===== config.mk =====
export PLATFORM = sky130hd
export DESIGN_NAME = fetch_ctrl
export DESIGN_NICKNAME = d
export VERILOG_FILES = /design/src/rtl/fetch_ctrl_pkg.sv /design/src/rtl/fetch_ctrl_buf.sv /design/src/rtl/fetch_ctrl.sv
export SDC_FILE = /design/constraint.sdc
export NUM_CORES = 1
export LEC_CHECK = 0
export CORE_MARGIN = 2
export CORE_UTILIZATION = 46
export CTS_CLUSTER_DIAMETER = 200
export DETAILED_ROUTE_END_ITERATION = 10
export PLACE_DENSITY_LB_ADDON = 0.3
export SYNTH_ARGS = -nofsm -noshare
export SYNTH_HDL_FRONTEND = slang
export SYNTH_HIERARCHICAL = 1
export SYNTH_SLANG_ARGS = --single-unit

===== constraint.sdc =====
create_clock -name clk -period 3.98 [get_ports clk]
set_input_delay 1.194 -clock clk [delete_from_list [all_inputs] [get_ports clk]]
set_output_delay 1.194 -clock clk [all_outputs]
set_load 0.02 [all_outputs]

===== src/rtl/fetch_ctrl_pkg.sv =====
// Shared types and constants for the instruction fetch controller.
// Holds the pc/instruction word types, the FSM state enum and the buffer entry layout.
package fetch_ctrl_pkg;

  typedef logic [15:0] pc_t;
  typedef logic [15:0] inst_t;

  typedef enum logic {
    IDLE = 1'b0,
    RUN  = 1'b1
  } fetch_state_e;

  localparam pc_t RESET_PC_DEFAULT = 16'h0000;

  // One buffered instruction together with the address it was fetched from.
  typedef struct packed {
    pc_t   pc;
    inst_t inst;
  } fetch_entry_t;

  function automatic pc_t pc_inc(input pc_t pc);
    return pc + 16'd1;
  endfunction

endpackage


===== src/rtl/fetch_ctrl_buf.sv =====
// Two-entry FIFO of {pc, inst} records between instruction memory and decode.
// Clear dominates push/pop; push and pop in the same cycle both take effect.
module fetch_buf
  import fetch_ctrl_pkg::*;
(
  input  logic         clk,
  input  logic         rst_n,
  input  logic         i_push,
  input  fetch_entry_t i_entry,
  input  logic         i_pop,
  input  logic         i_clear,
  output logic [1:0]   o_count,
  output fetch_entry_t o_head
);

  fetch_entry_t r_mem [2];
  logic         r_rd_ptr;
  logic         r_wr_ptr;
  logic [1:0]   r_count;

  logic w_do_pop;
  logic w_do_push;

  assign w_do_pop  = i_pop && (r_count != 2'd0);
  assign w_do_push = i_push && ((r_count != 2'd2) || w_do_pop);

  always_ff @(posedge clk or negedge rst_n) begin
    if (!rst_n) begin
      // NOTE: the storage itself is reset because the head word is a visible
      // output that must read zero while reset is held.
      r_mem[0] <= '0;
      r_mem[1] <= '0;
      r_rd_ptr <= 1'b0;
      r_wr_ptr <= 1'b0;
      r_count  <= 2'd0;
    end else if (i_clear) begin
      r_rd_ptr <= 1'b0;
      r_wr_ptr <= 1'b0;
      r_count  <= 2'd0;
    end else begin
      if (w_do_push) begin
        r_mem[r_wr_ptr] <= i_entry;
        r_wr_ptr        <= ~r_wr_ptr;
      end
      if (w_do_pop) begin
        r_rd_ptr <= ~r_rd_ptr;
      end
      r_count <= r_count + {1'b0, w_do_push} - {1'b0, w_do_pop};
    end
  end

  assign o_count = r_count;
  assign o_head  = r_mem[r_rd_ptr];

endmodule


===== src/rtl/fetch_ctrl.sv =====
// Instruction fetch controller: issues sequential reads, buffers returned words
// for decode and redirects on a taken branch, discarding anything in flight.
module fetch_ctrl
  import fetch_ctrl_pkg::*;
#(
  parameter pc_t RESET_PC  = RESET_PC_DEFAULT,
  parameter int  BUF_DEPTH = 2
) (
  input  logic  clk,
  input  logic  rst_n,
  input  logic  jmp_true,
  input  pc_t   jmp_tgt,
  input  logic  stall,
  output logic  imem_req,
  output pc_t   imem_addr,
  input  inst_t imem_rdata,
  output inst_t inst,
  output pc_t   inst_pc,
  output logic  inst_valid,
  output logic  flush
);

  localparam logic [2:0] DEPTH = 3'(BUF_DEPTH);

  fetch_state_e r_state;
  fetch_state_e w_state_nxt;
  pc_t          r_pc;
  pc_t          r_resp_pc;
  logic         r_inflight;
  logic         r_flush;

  logic         w_run;
  logic         w_jmp;
  logic         w_pop;
  logic         w_req;
  logic [2:0]   w_occ;
  logic [1:0]   w_count;
  fetch_entry_t w_head;
  fetch_entry_t w_entry;

  assign w_run = (r_state == RUN);
  assign w_jmp = jmp_true && w_run;
  assign w_pop = inst_valid && !stall;

  // Words already buffered plus the one still returning, after this cycle's pop.
  assign w_occ = {1'b0, w_count} - {2'b0, w_pop} + {2'b0, r_inflight};

  always_comb begin
    // NOTE: every signal written here gets a default first, so no path leaves
    // it unassigned and no latch is inferred.
    w_state_nxt = r_state;
    w_req       = 1'b0;
    unique case (r_state)
      IDLE: w_state_nxt = RUN;
      RUN:  w_req       = (w_occ < DEPTH);
    endcase
  end

  always_ff @(posedge clk or negedge rst_n) begin
    if (!rst_n) begin
      r_state    <= IDLE;
      r_pc       <= RESET_PC;
      r_resp_pc  <= '0;
      r_inflight <= 1'b0;
      r_flush    <= 1'b0;
    end else begin
      // NOTE: non-blocking assignments so every register here samples the
      // pre-edge values regardless of statement order.
      r_state <= w_state_nxt;
      r_flush <= w_jmp;
      if (w_jmp) begin
        r_pc       <= jmp_tgt;
        r_inflight <= 1'b0;
      end else begin
        r_inflight <= w_req;
        if (w_req) begin
          r_pc      <= pc_inc(r_pc);
          r_resp_pc <= r_pc;
        end
      end
    end
  end

  assign w_entry = '{pc: r_resp_pc, inst: imem_rdata};

  // A redirect clears the buffer, which also drops the word returning this cycle.
  fetch_buf u_buf (
    .clk     (clk),
    .rst_n   (rst_n),
    .i_push  (r_inflight),
    .i_entry (w_entry),
    .i_pop   (w_pop),
    .i_clear (w_jmp),
    .o_count (w_count),
    .o_head  (w_head)
  );

  assign inst_valid = (w_count != 2'd0);
  assign inst       = w_head.inst;
  assign inst_pc    = w_head.pc;
  assign imem_req   = w_req;
  assign imem_addr  = r_pc;
  assign flush      = r_flush;

endmodule


==> Word-level counts from Yosys, hierarchy flattened <==
Index checks and enable logic that the tools add are counted.
Widths: inputs -> output; s select.
{ "word_totals": {"reg_bits": 103, "wordCells": 55} }
{ "classes": {"n_addsub": 5, "order_cmp": 4, "n_eq_ne": 1, "n_mux": 15, "bitwise_logic": 5, "reduce_logical": 13} }
{ "ops": {"columns": ["op", "n"], "rows": [
  ["$mux 32", 4],
  ["$bwmux 64", 1],
  ["$demux 32 s1", 1],
  ["$mux 16", 2],
  ["$add 16x1->16 const B", 1],
  ["$reduce_bool 2->1", 4],
  ["$mux 1", 6],
  ["$logic_and 1x1->1", 5],
  ["$ge 2x2->1 const B", 2],
  ["$not 1->2", 2],
  ["$reduce_and 2->1", 2],
  ["$add 3x1->3", 1],
  ["$lt 3x2->1 const B", 1],
  ["$not 1->1", 3],
  ["$sub 2x1->3", 1],
  ["$add 2x1->2", 1],
  ["$lt 2x1->1 const B", 1],
  ["$mux 2", 1],
  ["$ne 2x2->1 const B", 1],
  ["$sub 2x1->2", 1],
  ["$logic_not 1->1", 1],
  ["$logic_or 1x1->1", 1]
]} }

==> Depth between registers and ports, before layout <==
Gate-level depths: netlist of run 1.
{ "depth": {"depth_word": 8, "ltp_mapped": 12, "ltp_nobuf": 11} }

==> Modules after synthesis <==
The synthesis of run 1 kept the hierarchy.
{ "by_module_without_submodules": {"columns": ["mod", "n_inst", "cells_per_inst", "area_per_inst_um2", "seq_area_each_um2"], "rows": [
  ["fetch_buf", 1, 194, 3106.7, 1701.6],
  ["fetch_ctrl", 1, 190, 1766.7, 875.8]
]} }

==> Least setup slack after synthesis of run 1 <==
Ideal clock, no wire load.
{ "synth_timing": {"path_type": "input -> output", "from": "input port stall", "to": "output port imem_req", "arrival_time_ns": 2.732, "required_ns": 2.786, "slack_ns": 0.054, "stages": 8, "cell_sequence": "nor2b_1 ha_1 nand2b_1 fa_1 xor2_1 or2_1 buf_6 clkinv_4"} }
{ "synth_via": {"elab_chain_cells": 6} }
{ "synth_lines": {"columns": ["item", "line", "source"], "rows": [
  ["start, declared", "fetch_ctrl.sv:13", "input logic stall,"],
  ["$logic_not 1->1", "fetch_ctrl.sv:43", "assign w_pop = inst_valid && !stall;"],
  ["$logic_and 1x1->1", "fetch_ctrl.sv:43", null],
  ["$sub 2x1->3", "fetch_ctrl.sv:46", "assign w_occ = {1'b0, w_count} - {2'b0, w_pop} + {2'b0, r_inflight};"],
  ["$add 3x1->3", "fetch_ctrl.sv:46", null],
  ["$lt 3x2->1", "fetch_ctrl.sv:55", "RUN: w_req = (w_occ < DEPTH);"],
  ["$mux 1", "fetch_ctrl.sv:53", "unique case (r_state)"],
  ["end, declared", "fetch_ctrl.sv:14", "output logic imem_req,"]
]} }
Every way passes these cells.

==> Worst setup path after layout of run 1 <==
{ "layout_timing": {"from": "input port stall", "to": "output port imem_req"} }
{ "layout_via": {"elab_chain_cells": 6} }
{ "layout_lines": {"columns": ["item", "line", "source"], "rows": [
  ["$logic_not 1->1", "fetch_ctrl.sv:43", null],
  ["$logic_and 1x1->1", "fetch_ctrl.sv:43", null],
  ["net w_pop", "fetch_ctrl.sv:34", "logic w_pop;"],
  ["$sub 2x1->3", "fetch_ctrl.sv:46", null],
  ["$add 3x1->3", "fetch_ctrl.sv:46", null],
  ["$lt 3x2->1", "fetch_ctrl.sv:55", null],
  ["$mux 1", "fetch_ctrl.sv:53", null]
]} }
The timed path passes the listed nets, and every way through them passes these cells.

==> results.md, run 1 <==
- P&R area growth vs syn: 27.2%
- Commonest non-fill, non-tap cell in the layout: dfrtp_1
- Most frequent cells in the layout: 103 x dfrtp_1, 83 x clkdlybuf4s50_1, 66 x mux2_2
- WL/cell: 16.6 µm
- Leak: 0.00280 µW
- Fin. Hold Viols: 0
- Crit Path Class: in2out
- H-tree depth: 3
- Number of synthesis warnings: 6
- R2R setup slack: 0.31 ns
- Die Area: 11400 µm²
- Hold Slack: 0.507 ns
- Sequential Area: 2580 µm²
- Startpoint type of the worst setup path: input port
- Cell count after synthesis: 384
- GR Overflow Total: 0
- Vias in the first global route: 3516
- FF-to-FF End: r_resp_pc[10]$_DFFE_PN0P_
- Most utilized layer in the global route result: met2
- DRT antenna net count: 0
- Antenna fix cells: 0
- Xor and xnor area share after synthesis: 0.0126
- Sw power: 1790 µW
- Power Density: 798 nW/µm²
- Layout Nets: 523
- Required @ worst endpoint: 2.79 ns
- Global routing usage on met3: 0.0468
- Initial Util: 0.472
- Internal power: 3160 µW
- Rel. slew slack: 0.479
- Failing checks: negative setup slack
- Mux cell area share after synthesis: 0.245
- Clock Skews: 0.0111 ns
- Final Setup Violations: 1
- Average size of a mapped cell: 12.7 µm²
- DPL Wire Length: 6850 µm
- Most used DFF post-synth: dfrtp_1
- CP max FO: 2
- Crit end category: output port
- Clk pin slew, worst setup/hold paths: 0.09 ns
- Logic pwr share: 0.511
- Worst vdd ir: 0.438 mV
- Min-delay worst type: reg2reg
- Clock power share: 0.120
- FMAX: 251 MHz
- Cells on worst reg2reg path: 18
- Worst min-delay path endpoint: u_buf/r_mem[43]$_DFFE_PN0P_
- Synth Area in Compound Gates: 0.0475
- Switch share: 0.362
- Die H: 107 µm
- Clk_lat worst skew: 0.36 ns
- Global-route wire length before repair: 17100 µm
- Drt pass-1 iters: 4
- Iter 0 DRT Violations: 211
- IO Count: 87
- FF-to-FF Start: u_buf/o_count[0]$_DFF_PN0_
- Flops & latches, synth: 103
- Antenna violations before repair: 0
- Worst Tran Pin Value: 0.782 ns
- Cell row count: 37
- Total of max-cap violations: 0
- Area share of fa/ha/maj cells after synthesis: 0.0144
- Layout cell share with drive strength beyond 1: 0.322
- Multi-input logic area: 2170 µm²
- Total track usage: 0.190
- Combinational family with the most area after synthesis: multiplexers
- Placer Congestion: 0.870
- Unrepaired setup endpoints after global routing: true
- CP arrival: 2.79 ns
- Final Critical Period: 3.99 ns
- Fin crit share: 1.00
- Post-synthesis sequential area ratio: 0.529
- Core area: 10300 µm²
- Tot Pwr: 4950 µW
- Grt met1 use: 0.259
- Via count: 3281
- Num CTS Buffers: 9
- Syn Std Cell Area: 4870 µm²
- DR vias/cell: 5.27
- Buffers on Ports: 86
- Library cells used by synthesis: 54
- Max Transition Viols Final: 0
- Met2 Resource Use GR: 0.307
- Worst min-delay path startpoint: u_buf/r_mem[43]$_DFFE_PN0P_
- Clock root cell: clkbuf_8
- DRC errors left: 0
- Synth Area in Simple Gates: 0.117
- Syn nets: 425
- EDFF count, synth: 0
- Total Wirelength: 10300 µm
- Largest net degree at the start of global routing: 64
- Status: finished with violations
- Die Wd: 107 µm
- CTS Sinks: 103
- Hold Path Cell Cnt: 1
- Reg power frac: 0.369
- Fillcell total: 830
- Asr flop ratio synth: 1.00
- CTS tree: built
- Setup WS pre-CTS: -0.900 ns
- Max clock buf depth: 2
- Final worst slack: -0.00733 ns
## what timing repair did
action	in CTS	in global routing
hold endpoints to repair	0	0
resized for setup	18	1
pin swaps	3	2
hold buffers	0	0
buffers inserted	8	0
endpoints found under the setup margin	1	17
## worst max-delay path, cell delays in order
cell and delay (ns):
buf_6 0.09, nor2b_4 0.13, ha_4 0.21, nand2b_4 0.14
fa_2 0.54, nand2_2 0.05, or2_4 0.28, clkinv_4 0.06
buf_6 0.10
## power groups by stage
| stage | clock (µW) | sequential, µW | combinational [µW] |
|---|---|---|---|
| after global routing | 660 | 1890 | 2710 |
| after floorplan | 0 | 1800 | 1540 |
| after detailed placement | 0 | 1840 | 2440 |
| after global placement | 0 | 1810 | 2400 |
| after CTS | 623 | 1820 | 2550 |
| final | 593 | 1830 | 2530 |
## area by class of cell
cell class                      instances  share of cell area
Clock buffer                           13              0.0256
Clock inverter                          3             0.00283
Inverter                                8             0.00585
Multi-Input combinational cell        253               0.350
Sequential cell                       103               0.416
Tap cell                              136              0.0274
Timing Repair Buffer                  107               0.172
## worst max path at each step
stage	slack (ns)	startpoint	depth (start not counted)	to
after CTS	-0.01	stall	9	imem_req
after floorplan	0.05	stall	8	imem_req
after global routing	-0.03	stall	9	imem_req
final	-0.007	stall	9	imem_req
after detailed placement	-0.90	stall	9	imem_req
after global placement	-0.88	stall	9	imem_req
## routing by layer
metal / vias to the layer above / share of wire
li1: 1539 / -
met1: 1637 / 0.46
met2: 95 / 0.48
met3: 10 / 0.049
met4: 0 / 0.011
met5: - / 0
## cell usage after synthesis, types with 2 or more instances
master	number	area share
dfrtp_1	103	0.53
a221o_1	5	0.010
nand4_1	2	0.0026
mux2_2	66	0.15
mux2_4	30	0.092
inv_2	2	0.0015
o211ai_1	2	0.0031
nor2_1	12	0.0092
inv_1	5	0.0039
ha_1	4	0.010
nand3_1	8	0.0082
or4_1	2	0.0031
o22ai_1	4	0.0051
clkbuf_1	5	0.0039
nor4_2	2	0.0051
a21oi_1	5	0.0051
xor2_1	6	0.011
buf_6	5	0.012
buf_2	6	0.0062
buf_4	3	0.0046
nor3_1	3	0.0031
nor2b_1	2	0.0026
nand2_1	62	0.048
o21ai_0	2	0.0021
nor3b_1	3	0.0046
o311ai_1	3	0.0054
o21ai_1	5	0.0051
## cells by family after synthesis
kind of cell / Yosys count
simple gates: 111
flops: 103
mux: 96
compound gates: 33
buf+inv: 28
xor+xnor: 7
fa+ha+maj: 5
other cells: 1
## registers in the layout (all words and copies together) (netlist names)
| name | count |
|---|---|
| u_buf/r_wr_ptr | 1 |
| r_inflight | 1 |
| flush | 1 |
| imem_addr | 16 |
| r_resp_pc | 16 |
| r_state | 1 |
| u_buf/r_rd_ptr | 1 |
| u_buf/o_count | 2 |
| u_buf/r_mem | 64 |
## through the flow
| step | util | cell area (µm²) | cells | setup TNS (ns) |
|---|---|---|---|---|
| 6_report | 0.601 | 6200 | 623 | -0.00733 |
| 5_1_grt | 0.601 | 6200 | 623 | -0.0290 |
| 4_1_cts | 0.600 | 6200 | 623 | -0.0141 |
| 3_5_place_dp | 0.574 | 5920 | 599 | -0.900 |
| 3_3_place_gp | 0.574 | 5920 | 599 | -0.882 |
| 2_1_floorplan | - | 4870 | 384 | 0 |
Note: power is estimated with default switching activity, not from simulation.
==> run 2: changes to the inputs <==
--- a/config.mk
+++ b/config.mk
@@ -5,11 +5,12 @@
 export SDC_FILE = /design/constraint.sdc
 export NUM_CORES = 1
 export LEC_CHECK = 0
-export CORE_MARGIN = 2
+export CORE_MARGIN = 4
 export CORE_UTILIZATION = 46
 export CTS_CLUSTER_DIAMETER = 200
 export DETAILED_ROUTE_END_ITERATION = 10
 export PLACE_DENSITY_LB_ADDON = 0.3
+export SKIP_CTS_REPAIR_TIMING = 1
 export SYNTH_ARGS = -nofsm -noshare
 export SYNTH_HDL_FRONTEND = slang
 export SYNTH_HIERARCHICAL = 1
==> results.md, run 2 (same netlist as run 1, synthesis figures left out) <==
- Status: completed (was finished with violations)
- WL/cell: 16.7 µm (was 16.6 µm)
- Cell row count: 37 (unchanged)
- Leak: 0.00276 µW (was 0.00280 µW)
- WL met1: 4910 µm (was 4750 µm)
- Crit Path Class: in2out (unchanged)
- Worst vdd ir: 0.367 mV (was 0.438 mV)
- CP max FO: 2 (unchanged)
- Largest net degree at the start of global routing: 64 (unchanged)
- Unrepaired setup endpoints after global routing: true (unchanged)
- Clk pin slew, worst setup/hold paths: 0.09 ns (about the same)
- H-tree depth: 3 (unchanged)
- DR vias/cell: 5.30 (was 5.27)
- Die Wd: 111 µm (was 107 µm)
- Largest Register: u_buf/r_mem (unchanged)
- Vias in the first global route: 3418 (was 3516)
- Hold Path Cell Cnt: 2 (was 1)
- Multi-input logic area: 2170 µm² (unchanged)
- Global-route wire length before repair: 17500 µm (was 17100 µm)
- Sequential Area: 2580 µm² (unchanged)
- Fillcell total: 856 (was 830)
- FF-to-FF End: imem_addr[11]$_DFFE_PN0P_ (was r_resp_pc[10]$_DFFE_PN0P_)
- Placer Congestion: 0.866 (was 0.870)
- Fin crit share: 0.996 (was 1.00)
- Commonest non-fill, non-tap cell in the layout: dfrtp_1 (unchanged)
- CP arrival: 2.77 ns (was 2.79 ns)
- Clock Skews: 0.0121 ns (was 0.0111 ns)
- DRC errors left: 0 (unchanged)
- Max Transition Viols Final: 0 (unchanged)
- Rel. slew slack: 0.443 (was 0.479)
- FF-to-FF Start: u_buf/o_count[0]$_DFF_PN0_ (unchanged)
- P&R area growth vs syn: 25.5% (was 27.2%)
- Antenna violations before repair: 0 (unchanged)
- Finished layout cell area: 6110 µm² (was 6200 µm²)
- Area after DPL: 5900 µm² (was 5920 µm²)
- Setup_tns: 0 ns (was -0.00733 ns)
- Clock root cell: clkbuf_8 (unchanged)
- IO Count: 87 (unchanged)
- FMAX: 252 MHz (was 251 MHz)
- Startpoint type of the worst setup path: input port (unchanged)
- Clk_lat worst skew: 0.36 ns (about the same)
- Die Area: 12300 µm² (was 11400 µm²)
- Cells on worst reg2reg path: 11 (was 18)
- Layout cell share with drive strength beyond 1: 0.312 (was 0.322)
- Total track usage: 0.174 (was 0.190)
- Via count: 3246 (was 3281)
- Crit end category: output port (unchanged)
- R2R setup slack: 1.04 ns (was 0.31 ns)
- Drt pass-1 iters: 4 (unchanged)
- Most frequent cells in the layout: 103 x dfrtp_1, 83 x clkdlybuf4s50_1, 66 x mux2_2 (unchanged)
- Min-delay worst type: reg2reg (unchanged)
- Max clock buf depth: 2 (unchanged)
- Fin. Hold Viols: 0 (unchanged)
- CTS Sinks: 103 (unchanged)
- Total Wirelength: 10300 µm (about the same)
- Buffers on Ports: 86 (unchanged)
- Top sig layer: met4 (unchanged)
- Max reg flops: 64 (unchanged)
- Layout Nets: 513 (was 523)
- Worst min-delay path startpoint: r_resp_pc[15]$_DFFE_PN0P_ (was u_buf/r_mem[43]$_DFFE_PN0P_)
- DPL Wire Length: 6830 µm (was 6850 µm)
- Met2 routed WL: 4640 µm (was 4960 µm)
- Num CTS Buffers: 9 (unchanged)
- Total of max-cap violations: 0 (unchanged)
- Worst min-delay path endpoint: r_resp_pc[15]$_DFFE_PN0P_ (was u_buf/r_mem[43]$_DFFE_PN0P_)
- GR Overflow Total: 0 (unchanged)
- Required @ worst endpoint: 2.79 ns (about the same)
- Worst Tran Pin Value: 0.836 ns (was 0.782 ns)
- Antenna fix cells: 0 (unchanged)
- Power Density: 798 nW/µm² (about the same)
- Hold Slack: 0.506 ns (was 0.507 ns)
- Initial Util: 0.472 (unchanged)
- CTS tree: built (unchanged)
- Met3 WL: 570 µm (was 505 µm)
- Final Critical Period: 3.96 ns (was 3.99 ns)
- Final Setup Violations: 0 (was 1)
- DRT antenna net count: 0 (unchanged)
- Die H: 111 µm (was 107 µm)
- Iter 0 DRT Violations: 172 (was 211)
- Core area: 10300 µm² (unchanged)
## run 2: cell count changes in the layout (fill, tap and decap cells not counted), moves of 2 or more
cell / before / now
buf_4: 18 / 9
clkinv_4: 1 / 4
clkbuf_1: 2 / 0
clkbuf_8: 11 / 9
clkinv_2: 3 / 1
inv_6: 0 / 2
## run 2: metal layers
metal  up-vias  GRT usage
met2        89      0.263
met3        12     0.0404
li1       1522          -
met4         0     0.0525
met1      1623      0.248
met5         -          0
## run 2: through the flow
step | total power [µW] | worst slack, ns | utilization | instances
final | 4880 | 0.0176 | 0.592 | 613
after global routing | 5210 | -0.0470 | 0.592 | 613
after CTS | 4900 | -0.910 | 0.589 | 613
after detailed placement | 4260 | -0.893 | 0.571 | 597
after global placement | 4210 | -0.902 | 0.571 | 597
after floorplan | 3340 | 0.0537 | - | 384
## run 2: final cells by class
class                           count  area share
Sequential cell                   103       0.422
Multi-Input combinational cell    253       0.355
Timing Repair Buffer               97       0.160
Tap cell                          136      0.0278
Clock buffer                        9      0.0203
Clock inverter                      7     0.00921
Inverter                            8     0.00573
## run 2: worst max path at each step
stage / start / to / slack, ns / cells after the start
after floorplan: stall / imem_req / 0.05 / 8
after global placement: stall / imem_req / -0.90 / 9
after detailed placement: stall / imem_req / -0.89 / 9
after CTS: stall / imem_req / -0.91 / 9
after global routing: stall / imem_req / -0.05 / 9
final: stall / imem_req / 0.02 / 9
## run 2: report_power, final
part / total (µW) / internal, µW / leakage, µW / switching (µW)
logic: 2450 / 1340 / 0.00137 / 1110
registers: 1820 / 1500 / 0.00129 / 320
clock network: 610 / 234 / 0.0000902 / 375
total: 4880 / 3070 / 0.00276 / 1800
## run 2: worst max-delay path, stage by stage
cell      delay [ns]
buf_6           0.10
nor2b_4         0.13
ha_4            0.21
nand2b_4        0.13
fa_2            0.54
nand2_2         0.05
or2_4           0.26
clkinv_4        0.05
buf_6           0.10
==> run 3: changes to the inputs <==
--- a/config.mk
+++ b/config.mk
@@ -5,6 +5,7 @@
 export SDC_FILE = /design/constraint.sdc
 export NUM_CORES = 1
 export LEC_CHECK = 0
+export ABC_AREA = 1
 export CORE_MARGIN = 4
 export CORE_UTILIZATION = 46
 export CTS_CLUSTER_DIAMETER = 200
@@ -15,3 +16,4 @@
 export SYNTH_HDL_FRONTEND = slang
 export SYNTH_HIERARCHICAL = 1
 export SYNTH_SLANG_ARGS = --single-unit
+export TNS_END_PERCENT = 100
==> results.md, run 3 <==
- Status: completed (unchanged)
- Syn Std Cell Area: 5280 µm² (was 4870 µm²)
- Fillcell total: 1050 (was 856)
- Cell with the most instances after synthesis: nand2_1 (was dfrtp_1)
- Fin. Hold Viols: 0 (unchanged)
- Final Setup Violations: 0 (unchanged)
- Commonest non-fill, non-tap cell in the layout: nand2_1 (was dfrtp_1)
- CTS tree: built (unchanged)
- Buffers on Ports: 86 (unchanged)
- Commonest cells post-synth: 323 x nand2_1, 103 x dfrtp_1, 64 x nand4_1 (was 103 x dfrtp_1, 66 x mux2_2, 62 x nand2_1)
- Top delay family on crit path: adder cells (unchanged)
- Largest net degree at the start of global routing: 68 (was 64)
- Area share of the largest cell type after synthesis: 0.488 (was 0.529)
- Placed Cells: 877 (was 597)
- H-tree depth: 3 (unchanged)
- Finished layout cell area: 6470 µm² (was 6110 µm²)
- WL/cell: 15.1 µm (was 16.7 µm)
- Die Wd: 115 µm (was 111 µm)
- Layout Nets: 791 (was 513)
- Initial Util: 0.479 (was 0.472)
- Placer Congestion: 0.858 (was 0.866)
- Most used DFF post-synth: dfrtp_1 (unchanged)
- Number of synthesis warnings: 6 (unchanged)
- Setup_tns: 0 ns (unchanged)
- Clock root cell: clkbuf_16 (was clkbuf_8)
- GR Overflow Total: 0 (unchanged)
- FF-to-FF Start: u_buf/o_count[0]$_DFF_PN0_ (unchanged)
- Syn nets: 713 (was 425)
- Worst vdd ir: 0.484 mV (was 0.367 mV)
- Num CTS Buffers: 9 (unchanged)
- Cell count after synthesis: 672 (was 384)
- Max Transition Viols Final: 0 (unchanged)
- Max clock buf depth: 2 (unchanged)
- Asr flop ratio synth: 1.00 (unchanged)
- Crit Path Class: in2out (unchanged)
- Clock Skews: 0.00871 ns (was 0.0121 ns)
- Crit path buf inv count: 5 (was 3)
- Vias in the first global route: 4635 (was 3418)
- Iter 0 DRT Violations: 387 (was 172)
- Required @ worst endpoint: 2.79 ns (about the same)
- Total of max-cap violations: 0 (unchanged)
- Total Wirelength: 13600 µm (was 10300 µm)
- Leak: 0.00335 µW (was 0.00276 µW)
- Global-route wire length before repair: 22700 µm (was 17500 µm)
- Critical Path End: imem_req (unchanged)
- Area after DPL: 6180 µm² (was 5900 µm²)
- Largest Register: u_buf/r_mem (unchanged)
- Crit-path most repeated cell: inv_2 (was buf_6)
- Average size of a mapped cell: 7.86 µm² (was 12.7 µm²)
- Via count: 4721 (was 3246)
- Layout cell share with drive strength beyond 1: 0.0768 (was 0.312)
- Max reg flops: 64 (unchanged)
- Crit end category: output port (unchanged)
- Most frequent cells in the layout: 322 x nand2_1, 102 x dfrtp_1, 83 x clkdlybuf4s50_1 (was 103 x dfrtp_1, 83 x clkdlybuf4s50_1, 66 x mux2_2)
- Core area: 11000 µm² (was 10300 µm²)
- Flops & latches, synth: 103 (unchanged)
- IO Count: 87 (unchanged)
- CP max FO: 2 (unchanged)
- Antenna violations before repair: 0 (unchanged)
- Worst Tran Pin Value: 0.721 ns (was 0.836 ns)
- CP startpoint: stall (unchanged)
- Drt pass-1 iters: 5 (was 4)
- FMAX: 256 MHz (was 252 MHz)
- Die Area: 13300 µm² (was 12300 µm²)
- CTS Sinks: 103 (unchanged)
- DRC errors left: 0 (unchanged)
- Slowest stage cell, crit path: fa_1 (was fa_2)
- Min-delay worst type: reg2reg (unchanged)
- Non-filler cells, final: 895 (was 613)
- Post-synth top area cell: dfrtp_1 (unchanged)
- Library cells used by synthesis: 29 (was 54)
- DRT antenna net count: 0 (unchanged)
- Dominant cells by area after synthesis: dfrtp_1 49%, nand2_1 23%, nand4_1 7.6% (was dfrtp_1 53%, mux2_2 15%, mux2_4 9.2%)
- Antenna fix cells: 0 (unchanged)
- P&R area growth vs syn: 22.6% (was 25.5%)
- DR vias/cell: 5.27 (was 5.30)
- Clk pin slew, worst setup/hold paths: 0.07 ns (was 0.09 ns)
- Worst-path cell chain: dlymetal6s2s_1, a21oi_2, ha_1, inv_1, nand2_2, fa_1, nand2_1, inv_2, nand3_4, inv_2, buf_6 (was buf_6, nor2b_4, ha_4, nand2b_4, fa_2, nand2_2, or2_4, clkinv_4, buf_6)
- Die H: 115 µm (was 111 µm)
- CP arrival: 2.70 ns (was 2.77 ns)
- FF-to-FF End: imem_addr[13]$_DFFE_PN0P_ (was imem_addr[11]$_DFFE_PN0P_)
- Cells on worst reg2reg path: 14 (was 11)
- Worst min-delay path startpoint: u_buf/r_mem[28]$_DFFE_PN0P_ (was r_resp_pc[15]$_DFFE_PN0P_)
- Final Critical Period: 3.90 ns (was 3.96 ns)
- Critical path depth: 11 (was 9)
- Fin crit share: 0.980 (was 0.996)
- DPL Wire Length: 8810 µm (was 6830 µm)
- Hold Path Cell Cnt: 2 (unchanged)
- EDFF count, synth: 0 (unchanged)
- Total track usage: 0.213 (was 0.174)
- Rel. slew slack: 0.519 (was 0.443)
- Startpoint type of the worst setup path: input port (unchanged)
- Post-synthesis sequential area ratio: 0.488 (was 0.529)
- Clk_lat worst skew: 0.34 ns (was 0.36 ns)
- Cell row count: 38 (was 37)
- Max stage delay on crit path: 0.50 ns (was 0.54 ns)
- Power Density: 761 nW/µm² (was 798 nW/µm²)
- R2R setup slack: 1.33 ns (was 1.04 ns)
run 3: cell types whose count changed in the layout (fill, tap and decap cells not counted), moves of 7 or more:
cell | previous run | this run
nand2_1 | 61 | 322
mux2_2 | 66 | 0
nand4_1 | 2 | 64
mux2_4 | 30 | 0
inv_1 | 5 | 32
nand3_1 | 7 | 32
nor2_1 | 12 | 34
buf_4 | 9 | 19
clkbuf_16 | 0 | 9
clkbuf_8 | 9 | 0
o21ai_0 | 2 | 9
run 3: layout make-up:
class,count,area (µm²),share of cell area
inverters,39,149,0.0230
well taps,140,175,0.0271
clock buffers,11,233,0.0359
clock inverters,5,35.0,0.00541
repair buffers,105,1020,0.157
flip-flops and latches,103,2580,0.398
multi-input cells,492,2290,0.353
run 3: through the flow:
step	hold WS (ns)	power [µW]	util	setup WS, ns
3_5_place_dp	0.458	4130	0.560	-0.680
3_3_place_gp	0.453	4070	0.560	-0.628
2_1_floorplan	0.442	3210	-	0.106
6_report	0.473	4930	0.587	0.0811
4_1_cts	0.475	4950	0.585	-0.697
5_1_grt	0.493	5310	0.587	-0.0247
run 3: cell families after synthesis:
family | after synthesis | share of synthesized area
other cells | 1 | 0.000710
simple gates | 467 | 0.395
buf+inv | 77 | 0.0801
xor+xnor | 4 | 0.00663
compound gates | 15 | 0.0161
fa+ha+maj | 5 | 0.0133
flops | 103 | 0.488
run 3: worst min path at each step:
stage,to
CTS,u_buf/r_mem[23]$_DFFE_PN0P_
floorplan,u_buf/r_mem[25]$_DFFE_PN0P_
global placement,u_buf/r_mem[5]$_DFFE_PN0P_
global route,u_buf/r_mem[53]$_DFFE_PN0P_
finish,u_buf/r_mem[28]$_DFFE_PN0P_
detailed placement,u_buf/r_mem[28]$_DFFE_PN0P_
run 3: layer usage:
layer,GRT usage,wire (µm)
met1,0.304,6030
met2,0.337,6560
met3,0.0337,796
met4,0.0610,167
met5,0,0
run 3: where the power goes:
group	total [µW]	internal (µW)	switching (µW)
Clock	811	425	386
Combinational	2300	923	1380
Sequential	1810	1470	345
run 3: worst reg2reg max path, stage by stage, from the launching register on:
cell and delay [ns]:
dfrtp_1 0.40, inv_1 0.10, a21oi_2 0.16, ha_1 0.25
inv_1 0.07, nand2_2 0.05, fa_1 0.50, nand2_1 0.06
inv_2 0.08, buf_4 0.10, buf_4 0.10, nand4_4 0.25
nor2_1 0.30, nand2_1 0.08, nand3_1 0.07
